===== src/rtl/btn_debounce_multi.sv =====
// Multi-channel debouncer: 2-flop sync, stability counter, press/release/auto-repeat strobes.
// Latency STABLE_CYCLES+2 clocks from raw input to state/strobe; no backpressure, strobes are fire-and-forget.
module btn_debounce_multi #(
  parameter int CHANNELS      = 4,
  parameter int STABLE_CYCLES = 50000,
  parameter int ACTIVE_LOW    = 1,
  parameter int REPEAT_EN     = 0,
  parameter int REPEAT_DELAY  = 25000000,
  parameter int REPEAT_PERIOD = 5000000
) (
  input  logic                clk_i,
  input  logic                rst_n_i,
  input  logic [CHANNELS-1:0] btn_i,
  output logic [CHANNELS-1:0] state_o,
  output logic [CHANNELS-1:0] press_o,
  output logic [CHANNELS-1:0] release_o,
  output logic [CHANNELS-1:0] repeat_o
);

  localparam int CW = (STABLE_CYCLES > 1) ? $clog2(STABLE_CYCLES) : 1;
  localparam logic [CW-1:0] CNT_LAST = CW'(STABLE_CYCLES - 1);

  logic [CHANNELS-1:0] w_norm;
  logic [CHANNELS-1:0] r_sync0;
  logic [CHANNELS-1:0] r_sync1;

  assign w_norm = (ACTIVE_LOW != 0) ? ~btn_i : btn_i;

  always_ff @(posedge clk_i or negedge rst_n_i) begin
    if (!rst_n_i) begin
      r_sync0 <= '0;
      r_sync1 <= '0;
    end else begin
      r_sync0 <= w_norm;
      r_sync1 <= r_sync0;
    end
  end

  for (genvar ch = 0; ch < CHANNELS; ch++) begin : g_ch
    logic [CW-1:0] r_cnt;
    logic          r_state;
    logic          r_press;
    logic          r_release;
    logic          w_diff;
    logic          w_done;

    assign w_diff = r_sync1[ch] ^ r_state;
    assign w_done = w_diff && (r_cnt == CNT_LAST);

    // Any cycle where the synchronised input agrees with the filtered state restarts the count.
    always_ff @(posedge clk_i or negedge rst_n_i) begin
      if (!rst_n_i) begin
        r_cnt     <= '0;
        r_state   <= 1'b0;
        r_press   <= 1'b0;
        r_release <= 1'b0;
      end else begin
        r_press   <= w_done &  r_sync1[ch];
        r_release <= w_done & ~r_sync1[ch];
        if (!w_diff) begin
          r_cnt <= '0;
        end else if (w_done) begin
          r_cnt   <= '0;
          r_state <= r_sync1[ch];
        end else begin
          r_cnt <= r_cnt + 1'b1;
        end
      end
    end

    assign state_o[ch]   = r_state;
    assign press_o[ch]   = r_press;
    assign release_o[ch] = r_release;

    if (REPEAT_EN != 0) begin : g_rep
      localparam int RMAX = (REPEAT_DELAY > REPEAT_PERIOD) ? REPEAT_DELAY : REPEAT_PERIOD;
      localparam int RW   = (RMAX > 1) ? $clog2(RMAX) : 1;
      localparam logic [RW-1:0] DLY_LAST = RW'(REPEAT_DELAY - 1);
      localparam logic [RW-1:0] PER_LAST = RW'(REPEAT_PERIOD - 1);

      logic [RW-1:0] r_rcnt;
      logic          r_first;
      logic          r_rep;
      logic          w_rel_evt;

      assign w_rel_evt = w_done & ~r_sync1[ch];

      // The press edge lands in the !r_state branch, which arms the delay phase.
      always_ff @(posedge clk_i or negedge rst_n_i) begin
        if (!rst_n_i) begin
          r_rcnt  <= '0;
          r_first <= 1'b1;
          r_rep   <= 1'b0;
        end else begin
          r_rep <= 1'b0;
          if (!r_state || w_rel_evt) begin
            r_rcnt  <= '0;
            r_first <= 1'b1;
          end else if (r_first && (r_rcnt == DLY_LAST)) begin
            r_rep   <= 1'b1;
            r_rcnt  <= '0;
            r_first <= 1'b0;
          end else if (!r_first && (r_rcnt == PER_LAST)) begin
            r_rep  <= 1'b1;
            r_rcnt <= '0;
          end else begin
            r_rcnt <= r_rcnt + 1'b1;
          end
        end
      end

      assign repeat_o[ch] = r_rep;
    end else begin : g_norep
      assign repeat_o[ch] = 1'b0;
    end
  end

endmodule


===== config.mk =====
export PLATFORM = sky130hd
export DESIGN_NAME = btn_debounce_multi
export DESIGN_NICKNAME = d
export VERILOG_FILES = /design/src/rtl/btn_debounce_multi.sv
export SDC_FILE = /design/constraint.sdc
export NUM_CORES = 1
export LEC_CHECK = 0
export ABC_AREA = 1
export BUFFER_PORTS_ARGS = -buffer_cell sky130_fd_sc_hd__buf_2
export CORE_MARGIN = 2
export CORE_UTILIZATION = 35
export CTS_BUF_LIST = sky130_fd_sc_hd__clkbuf_16
export DETAILED_ROUTE_END_ITERATION = 10
export GPL_TIMING_DRIVEN = 0
export PLACE_DENSITY = 0.61
export SKIP_CTS_REPAIR_TIMING = 1
export SYNTH_ARGS = -nofsm -noshare
export SYNTH_HDL_FRONTEND = slang
export SYNTH_SLANG_ARGS = --single-unit

===== constraint.sdc =====
create_clock -name clk_i -period 1.7 [get_ports clk_i]
set_input_delay 0.17 -clock clk_i [delete_from_list [all_inputs] [get_ports clk_i]]
set_output_delay 0.17 -clock clk_i [all_outputs]
set_load 0.005 [all_outputs]

* Word level (Yosys, flattened, before mapping)
Cells that the tools add are included.
** Storage, ports and cells
- Flip-flop bits (word level) :: 84
- Latch bits :: 0
- Memory bits (writable) :: 0
- Bits in read-only memories :: 0
- Input bits :: 6
- Output and inout bits :: 16
- Logic and storage cells :: 59
- Memories :: 0
** Operators by class
- $add $sub $neg :: 4
- $mul :: 0
- Div/mod/pow operators :: 0
- Order comparisons :: 0
- Equal/unequal tests :: 4
- Shift operators :: 0
- Multiplexer cells :: 8
- Bitwise operators :: 17
- Reduce and logical (&&, ||, !) cells :: 8
** Operators by type and width (number)
- $mux 16 :: 8
- $add 16x1->16 const B :: 4
- $eq 16x16->1 const B :: 4
- $and 1x1->1 :: 8
- $reduce_and 2->1 :: 4
- $logic_and 1x1->1 :: 4
- $not 1->1 :: 4
- $not 4->4 :: 1
- $xor 1x1->1 :: 4

* Longest topological paths before layout
Gate-level depths: netlist of the first run.
- Word-level depth :: 4
- Mapped depth :: 8
- Mapped depth without buffers :: 8

* Worst setup path before layout of the first run
OpenSTA, ideal clock, no wires.
- Path type :: register to register
- From :: register g_ch[2].r_cnt[0]
- To :: register g_ch[2].r_cnt[4]
- Setup time :: 114 ps
- Arrival time :: 1127 ps
- Required time :: 1586 ps
- Slack :: 459 ps
- Stages on the path, launching flop included :: 7
- Buffers on the path :: 0
- Period minus slack after synthesis :: 1241 ps
- Cell sequence :: dfrtp_1 -> ha_1 -> nand3_2 -> inv_2 -> or2_2 -> nand3_1 -> inv_1
** On the way
- Word-level cells in the longest chain between the ends :: 4
- Elaborated cells between the ends (all ways) :: 5
- Classes of those cells :: add/sub (1); eq/ne (1); mux (2); reduce/logical (1)
** Ends and longest elaborated chain
- start: declaration :: RTL line 40 : logic [CW-1:0] r_cnt;
- start signal: assignment :: RTL line 66 : r_cnt <= r_cnt + 1'b1;
- branches (longest 2 deep; another with $add 16x1->16)
- $mux 16 (*) :: RTL line 62 : end else if (w_done) begin
- $mux 16 (*) :: RTL line 60 : if (!w_diff) begin
Every way passes the cells marked *.
A chain may end at the register's enable or synchronous reset.

* Worst setup path after layout of the first run
- From :: register g_ch[2].r_cnt[11]
- To :: register g_ch[2].r_cnt[15]
Same word-level chain as after synthesis.

==> flow_metrics.env, run 1 <==
export IMPL_ys_seq_area_frac=0.448
export IMPL_synth_area_top_cells="dfrtp_1 (45%), nand2_1 (11%), nor2_1 (8.9%)"
export IMPL_clkTransAtPathRegs_ns=0.07
export IMPL_gp_congestion=0.816
export IMPL_die_w_um=120
export IMPL_start_util=0.356
export IMPL_synth_seq_cells=84
export IMPL_timing_fmax_mhz=697
export IMPL_synth_edf_count=0
export IMPL_syn_area_um2=4690
export IMPL_final_area_um2=5360
export IMPL_grt_total_usage=0.134
export IMPL_tritoncts="built"
export IMPL_via_per_inst=4.55
export IMPL_max_cap_viol_count=0
export IMPL_crit_chain="inv_1 > nand2_1 > nor3_1 > nand3_2 > nand2_2 > nor2_1"
export IMPL_clk_root_buffer_cell="clkbuf_16"
export IMPL_dpl_cell_area_um2=5040
export IMPL_vias=3805
export IMPL_status="finished clean"
export IMPL_h_tree_depth=3
export IMPL_die_h_um=120
export IMPL_synth_commonest_cells="nand2_1 (141), nor2_1 (111), dfrtp_1 (84)"
export IMPL_num_antenna_cells=0
export IMPL_yosysWarningCount=0
export IMPL_yosysMostFrequentCell="nand2_1"
export IMPL_syn_area_per_cell_um2=7.58
export IMPL_worstPathMaxFanout=6
export IMPL_async_flop_share=1.00
export IMPL_hpwl_um=6480
export IMPL_hold_viol=0
export IMPL_crit_slowest_cell="dfrtp_1"
export IMPL_nets=666
export IMPL_fp_coreArea_um2=13200
export IMPL_ir_worst_vdd_uv=507
export IMPL_routed_wl_um=8850
export IMPL_required_ns=1.93
export IMPL_start_kind="flip-flop"
export IMPL_fin_crit_sh=0.844
export IMPL_min_period_ns=1.44
export IMPL_p_leak_nw=2.46
export IMPL_ant_nets=0
export IMPL_rsz0062_at_grt="no"
export IMPL_crit_path_end_kind="flip-flop"
export IMPL_crit_path_start="g_ch[2].r_cnt[11]"
export IMPL_grt_pass1_wl_um=15700
export IMPL_grt_pass1_vias=3646
export IMPL_dp_cells=816
export IMPL_cpPeakStageDelay_ns=0.41
export IMPL_yosys_area_top_type="dfrtp_1"
export IMPL_power_density_nw_per_um2=758
export IMPL_fin_cells=837
export IMPL_path_class="flip-flop to flip-flop"
export IMPL_synth_distinct_cells=27
export IMPL_fill_cells=1349
export IMPL_rows=42
export IMPL_numCtsBuffers=9
export IMPL_synthesis_instances=619
export IMPL_clk_path_buf_depth=2
export IMPL_synth_main_ff_cell="dfrtp_1"
export IMPL_arrival_ns=1.67
export IMPL_grt_overflow=0
export IMPL_cts_sinks=84
export IMPL_finalPower_mw=4.06
export IMPL_io_buffers=17
export IMPL_drc_errors=0
export IMPL_hp_class="input port to asynchronous set/reset pin"
export IMPL_antenna_found_initial=0
export IMPL_rr_startpoint="g_ch[2].r_cnt[11]"
export IMPL_dieArea_um2=14300
export IMPL_maxSlewViolCount=0
export IMPL_hold_ws_ns=0.282
export IMPL_syn_to_final_growth_pct=14.3
export IMPL_drt_iter0_markers=157
export IMPL_wl_per_cell_um=10.6
export IMPL_grt_max_degree=60
export IMPL_yosysTopAreaCellShare=0.448
export IMPL_drtPass1Iterations=4
export IMPL_pin_count=22
export IMPL_insertion_delay_ns=0.34
export IMPL_setup_viol=0
export IMPL_fin_skew_ns=0.00657
export IMPL_drive_gt1_frac=0.174
-- power breakdown --
group          leakage [nW]  switching, mW  internal (mW)
registers              1.15         0.0266           2.03
clock network         0.128          0.832          0.994
logic                  1.19          0.114         0.0671
total                  2.46          0.973           3.09
-- logic make-up after synthesis --
kind of cell             Yosys count  share of synthesized area
AND/OR/NAND/NOR                  386                      0.370
XOR/XNOR                          16                     0.0299
flip-flops                        84                      0.448
buffers and inverters            102                      0.105
AO/OA/AOI/OAI                     26                     0.0352
adder cells (fa/ha/maj)            4                     0.0107
other                              1                   0.000799
-- critical path, delay by kind of cell, from the launching register on --
kind | cells | cell delay [ns]
AND/OR/NAND/NOR | 5 | 0.80
flip-flops | 1 | 0.41
buffers and inverters | 1 | 0.10
-- metrics by stage --
step	setup slack (ns)	TNS, ns	utilization
after CTS	0.284	0	0.403
after global placement	-0.307	-25.21	0.380
after floorplan	0.459	0	-
final	0.265	0	0.407
after detailed placement	0.291	0	0.382
after global routing	0.121	0	0.407
-- routing by layer --
layer  up-vias  global-route usage  routed length (µm)
li1       1985                   -                   -
met1      1768               0.158                4100
met2        44               0.237                4340
met3         8              0.0390                 303
met4         0              0.0412                 107
met5         -                   0                   0
-- sequential cells by signal, summed over array words and instances (netlist names) --
register	flops
g_ch.r_cnt	64
g_ch.r_press	4
g_ch.r_release	4
g_ch.r_state	4
r_sync0	4
r_sync1	4
-- path summary, 6_finish.rpt --
kind	endpoint	slack [ns]	depth (start not counted)
worst max-delay path	g_ch[2].r_cnt[15]	0.26	6
worst min-delay path	g_ch[1].r_cnt[7]	0.28	2
worst max register to register	g_ch[2].r_cnt[15]	0.26	6
worst min register to register	r_sync1[0]	0.35	0
max in group asynchronous	g_ch[0].r_cnt[10]	0.83	3
min in group clk_i	r_sync1[0]	0.35	0
-- layout by cell type, fill, tap and decap left out, types with 3 or more instances in the layout --
cell           Yosys  layout
or2_2              5       5
xor2_1            11      11
ha_1               4       4
nand3_1           58      58
nor2_1           111     111
buf_4             16      17
dlygate4sd3_1      0       5
nand4_1           13      13
nand2_2           18      18
inv_2              6       6
nor3_1            13      13
o21ai_0            3       3
nand2_1          141     141
nor2_2            15      15
o21ai_1            4       4
xnor2_1            5       5
inv_6              4       6
buf_6              4       4
nor3b_1            3       3
conb_1             1       4
clkinvlp_4         0       3
a21oi_1           10      10
nand3_2            5       5
inv_1             72      72
o21bai_2           3       3
clkbuf_16          0       9
buf_2              0      16
o21bai_1           5       5
dfrtp_1           84      84
nor2_4             4       4
-- layout make-up --
class / instances / area (µm²) / share of cell area
clock inverters: 7 / 50.0 / 0.00933
flip-flops and latches: 84 / 2100 / 0.392
plain buffers: 20 / 165 / 0.0308
multi-input cells: 436 / 2110 / 0.393
clock buffers: 9 / 225 / 0.0420
repair buffers: 23 / 165 / 0.0308
inverters: 82 / 328 / 0.0611
well taps: 176 / 220 / 0.0411
No activity file was read; power rests on OpenSTA's default activity.
==> run 2: changes to the inputs <==
==> constraint.sdc (replaced) <==
create_clock -name clk_i -period 1.4 [get_ports clk_i]
set_input_delay 0.14 -clock clk_i [delete_from_list [all_inputs] [get_ports clk_i]]
set_output_delay 0.14 -clock clk_i [all_outputs]
set_load 0.005 [all_outputs]
==> flow_metrics.env, run 2 (same netlist as run 1, synthesis figures left out) <==
export IMPL_clk_root_buffer_cell="clkbuf_16"
export IMPL_power_frac_comb=0.050
export IMPL_switching_share=0.241
export IMPL_insertion_delay_ns=0.34
export IMPL_maxSlewViolCount=0
export IMPL_numCtsBuffers=9
export IMPL_mostFrequentLayoutCell="nand2_1"
export IMPL_nets=670
export IMPL_fin_crit_sh=0.951
export IMPL_io_buffers=17
export IMPL_drtPass1Iterations=5
export IMPL_top_register="g_ch.r_cnt"
export IMPL_gp_congestion=0.816
export IMPL_status="finished clean"
export IMPL_fill_cells=1324
export IMPL_power_density_nw_per_um2=892
export IMPL_antenna_found_initial=0
export IMPL_die_h_um=120
export IMPL_pin_count=22
export IMPL_crit_path_end_kind="flip-flop"
export IMPL_fp_coreArea_um2=13200
export IMPL_worstPathMaxFanout=5
export IMPL_timing_final_ws_setup_ns=0.0683
export IMPL_grt_pass1_wl_um=15700
export IMPL_largest_reg_flops=64
export IMPL_ant_nets=0
export IMPL_intPower_mw=3.77
export IMPL_ir_worst_vdd_uv=618
export IMPL_drc_errors=0
export IMPL_hpwl_um=6480
export IMPL_timing_fmax_mhz=751
export IMPL_hp_class="input port to asynchronous set/reset pin"
export IMPL_fin_cells=841
export IMPL_die_w_um=120
export IMPL_dp_cells=816
export IMPL_final_cell_mix="nand2_1 (138), nor2_1 (103), dfrtp_1 (83)"
export IMPL_drt_iter0_markers=224
export IMPL_h_tree_depth=3
export IMPL_max_cap_viol_count=0
export IMPL_min_period_ns=1.33
export IMPL_rr_startpoint="g_ch[1].r_cnt[0]"
export IMPL_syn_to_final_growth_pct=18.8
export IMPL_start_util=0.356
export IMPL_hold_viol=0
export IMPL_fin_skew_ns=0.00632
export IMPL_tritoncts="built"
export IMPL_grt_max_degree=60
export IMPL_finalPower_mw=4.97
export IMPL_arrival_ns=1.56
export IMPL_grt_total_usage=0.134
export IMPL_required_ns=1.63
export IMPL_vias=3866
export IMPL_clk_path_buf_depth=2
export IMPL_cts_sinks=84
export IMPL_switchingPower_mw=1.20
export IMPL_grt_overflow=0
export IMPL_wl_per_cell_um=10.8
export IMPL_setup_viol=0
export IMPL_r2r_slack_ns=0.07
export IMPL_via_per_inst=4.60
export IMPL_p_leak_nw=2.53
export IMPL_dieArea_um2=14300
export IMPL_tns_ns=0
export IMPL_path_class="flip-flop to flip-flop"
export IMPL_num_antenna_cells=0
export IMPL_grt_pass1_vias=3646
export IMPL_seq_power_share=0.503
export IMPL_clkTransAtPathRegs_ns=0.07
export IMPL_routed_wl_um=9110
export IMPL_reg2reg_depth=8
export IMPL_start_kind="flip-flop"
export IMPL_rows=42
export IMPL_drive_gt1_frac=0.214
export IMPL_reg2reg_to="g_ch[1].r_cnt[12]"
export IMPL_p_clk_frac=0.446
export IMPL_place_ws_ns=-0.00885
-- run 2: changes by cell type in the layout (fill, tap and decap cells not counted), moves of 4 or more --
cell and delta:
nor3_2 +4, nand3_4 +5, buf_4 +4, nor3_1 -4
nor2_4 +5, nor2_1 -8, nand3_1 -4, nand2_4 +6
-- run 2: final cells by class --
type | count | area (µm²) | area share
Inverter | 82 | 328 | 0.0588
Multi-Input combinational cell | 436 | 2290 | 0.410
Sequential cell | 84 | 2100 | 0.377
Timing Repair Buffer | 27 | 195 | 0.0350
Clock inverter | 7 | 50.0 | 0.00898
Clock buffer | 9 | 225 | 0.0404
Tap cell | 176 | 220 | 0.0395
Buffer | 20 | 165 | 0.0296
-- run 2: worst max-delay path: stages, from the launching register on --
cell and delay (ns):
dfrtp_1 0.37, ha_2 0.24, nand2_2 0.08, nor2_4 0.20
nand2_4 0.08, nor2_1 0.09, nand2_1 0.05, nand2_1 0.06
nor2_1 0.04
-- run 2: metal layers --
layer | vias to the layer above | wire (µm) | track usage
met5 | - | 0 | 0
li1 | 1996 | - | -
met2 | 48 | 4540 | 0.237
met1 | 1817 | 4200 | 0.158
met3 | 5 | 280 | 0.0390
met4 | 0 | 93 | 0.0412
-- run 2: worst max-delay path by stage --
stage                            startpoint                end  slack, ns  cells past startpoint
after floorplan            g_ch[2].r_cnt[0]   g_ch[2].r_cnt[4]       0.16                      6
after global placement              rst_n_i   g_ch[0].r_cnt[9]      -0.58                      1
after detailed placement  g_ch[2].r_cnt[11]  g_ch[2].r_cnt[15]     -0.009                      6
after CTS                 g_ch[2].r_cnt[11]  g_ch[2].r_cnt[15]      -0.02                      6
after global routing      g_ch[3].r_cnt[13]    g_ch[3].r_press      -0.03                      5
final                      g_ch[1].r_cnt[0]  g_ch[1].r_cnt[12]       0.07                      8
-- run 2: through the flow --
stage          utilization  instance area (µm²)  hold WS, ns
3_3_place_gp         0.380                 5010        0.282
5_1_grt              0.423                 5570        0.292
2_1_floorplan            -                 4700       -0.156
6_report             0.423                 5570        0.251
4_1_cts              0.403                 5310       -0.281
3_5_place_dp         0.382                 5040       0.0849
-- run 2: power groups by stage --
| stage | Combinational, mW | Clock, mW | Sequential, mW |
|---|---|---|---|
| global route | 0.288 | 2.38 | 2.51 |
| floorplan | 0.124 | 0 | 2.54 |
| global placement | 0.203 | 0 | 2.54 |
| detailed placement | 0.218 | 0 | 2.54 |
| finish | 0.249 | 2.22 | 2.50 |
| CTS | 0.219 | 2.28 | 2.50 |
==> run 3: changes to the inputs <==
--- a/config.mk
+++ b/config.mk
@@ -13,6 +13,7 @@
 export DETAILED_ROUTE_END_ITERATION = 10
 export GPL_TIMING_DRIVEN = 0
 export PLACE_DENSITY = 0.61
+export SETUP_SLACK_MARGIN = 0.2
 export SKIP_CTS_REPAIR_TIMING = 1
 export SYNTH_ARGS = -nofsm -noshare
 export SYNTH_HDL_FRONTEND = slang
==> flow_metrics.env, run 3 (same netlist as run 1, synthesis figures left out) <==
export IMPL_status="finished clean"
export IMPL_die_w_um=120
export IMPL_ir_worst_vdd_uv=640
export IMPL_power_density_nw_per_um2=770
export IMPL_crit_path_end_kind="flip-flop"
export IMPL_die_h_um=120
export IMPL_grt_total_usage=0.138
export IMPL_grt_overflow=0
export IMPL_fp_coreArea_um2=13200
export IMPL_drt_iter0_markers=242
export IMPL_fin_util=0.487
export IMPL_fin_crit_sh=0.982
export IMPL_tns_ns=0
export IMPL_insertion_delay_ns=0.35
export IMPL_grt_max_degree=68
export IMPL_dpl_cell_area_um2=5050
export IMPL_drc_errors=0
export IMPL_start_kind="flip-flop"
export IMPL_tritoncts="built"
export IMPL_grt_pass1_vias=3709
export IMPL_rows=42
export IMPL_top_register="g_ch.r_cnt"
export IMPL_intPower_mw=3.78
export IMPL_clk_path_buf_depth=2
export IMPL_wl_per_cell_um=12.0
export IMPL_grt_pass1_wl_um=16300
export IMPL_vias=4085
export IMPL_ant_nets=0
export IMPL_largest_reg_flops=64
export IMPL_start_util=0.356
export IMPL_via_per_inst=4.66
export IMPL_antenna_found_initial=0
export IMPL_final_area_um2=6430
export IMPL_timing_fmax_mhz=727
export IMPL_power_frac_comb=0.069
export IMPL_switching_share=0.237
export IMPL_p_leak_nw=2.86
export IMPL_pin_count=22
export IMPL_dp_cells=816
export IMPL_mostFrequentLayoutCell="nand2_1"
export IMPL_nets=706
export IMPL_met2_usage=0.232
export IMPL_rsz0062_at_grt="yes"
export IMPL_hp_class="input port to asynchronous set/reset pin"
export IMPL_min_period_ns=1.37
export IMPL_gp_congestion=0.828
export IMPL_seq_power_share=0.509
export IMPL_clkTransAtPathRegs_ns=0.06
export IMPL_drive_gt1_frac=0.413
export IMPL_drtPass1Iterations=5
export IMPL_hold_viol=0
export IMPL_r2r_slack_ns=0.03
export IMPL_use_met3=0.0433
export IMPL_switchingPower_mw=1.17
export IMPL_finalPower_mw=4.95
export IMPL_setup_viol=0
export IMPL_h_tree_depth=3
export IMPL_routed_wl_um=10500
export IMPL_place_ws_ns=0.00886
export IMPL_num_antenna_cells=0
export IMPL_grt_use_met1=0.172
export IMPL_io_buffers=17
export IMPL_fin_cells=876
export IMPL_required_ns=1.65
export IMPL_hpwl_um=6510
export IMPL_cts_sinks=84
export IMPL_maxSlewViolCount=0
export IMPL_hold_ws_ns=0.211
export IMPL_max_cap_viol_count=0
export IMPL_clk_root_buffer_cell="clkbuf_16"
export IMPL_fin_skew_ns=0.00832
export IMPL_path_class="flip-flop to flip-flop"
export IMPL_p_clk_frac=0.422
export IMPL_numCtsBuffers=9
export IMPL_timing_final_ws_setup_ns=0.0253
export IMPL_syn_to_final_growth_pct=37.0
export IMPL_final_cell_mix="nand2_1 (121), nor2_1 (74), inv_1 (63)"
export IMPL_arrival_ns=1.62
export IMPL_busiest_layer="met2"
export IMPL_worstPathMaxFanout=5
export IMPL_dieArea_um2=14300
run 3: cell types whose count changed in the layout (fill, tap and decap cells not counted), moves of 21 or more:
cell,previous run,this run
dfrtp_1,83,59
buf_4,21,50
nor2_1,103,74
dfrtp_2,1,25
nor2_4,9,31
nand3_1,54,33
run 3: worst paths after layout:
path	to	startpoint	cells after the start
worst max-delay path	g_ch[1].r_cnt[12]	g_ch[1].r_cnt[1]	8
worst min-delay path	g_ch[1].r_state	rst_n_i	2
worst max register to register	g_ch[1].r_cnt[12]	g_ch[1].r_cnt[1]	8
worst min register to register	r_sync1[3]	r_sync0[3]	0
max in group asynchronous	g_ch[0].r_cnt[7]	rst_n_i	3
min in group clk_i	r_sync1[3]	r_sync0[3]	0
run 3: power by group through the flow:
| stage | logic (mW) | clock network, mW | registers (mW) |
|---|---|---|---|
| 2_1_floorplan | 0.125 | 0 | 2.54 |
| 3_3_place_gp | 0.203 | 0 | 2.54 |
| 3_5_place_dp | 0.218 | 0 | 2.55 |
| 4_1_cts | 0.219 | 2.15 | 2.50 |
| 5_1_grt | 0.382 | 2.27 | 2.53 |
| 6_report | 0.343 | 2.09 | 2.52 |
run 3: layout make-up:
type                            instances  area [µm²]
Fill cell                            1213        6760
Multi-Input combinational cell        436        2820
Sequential cell                        84        2130
Timing Repair Buffer                   63         503
Inverter                               82         335
Clock buffer                            9         225
Tap cell                              176         220
Buffer                                 20         173
Clock inverter                          6        23.8
run 3: worst max-delay path, stage by stage (launching register included):
cell and delay (ns):
dfrtp_1 0.43, ha_4 0.20, nand2_4 0.06, nor2_4 0.22
nand2_4 0.11, nor2_2 0.10, nand2_1 0.05, nand2_1 0.06
nor2_1 0.03
run 3: layer usage:
layer  vias up  part of all wire
met3        13             0.034
met1      1953              0.44
met5         -                 0
li1       2066                 -
met4         0             0.013
met2        53              0.52
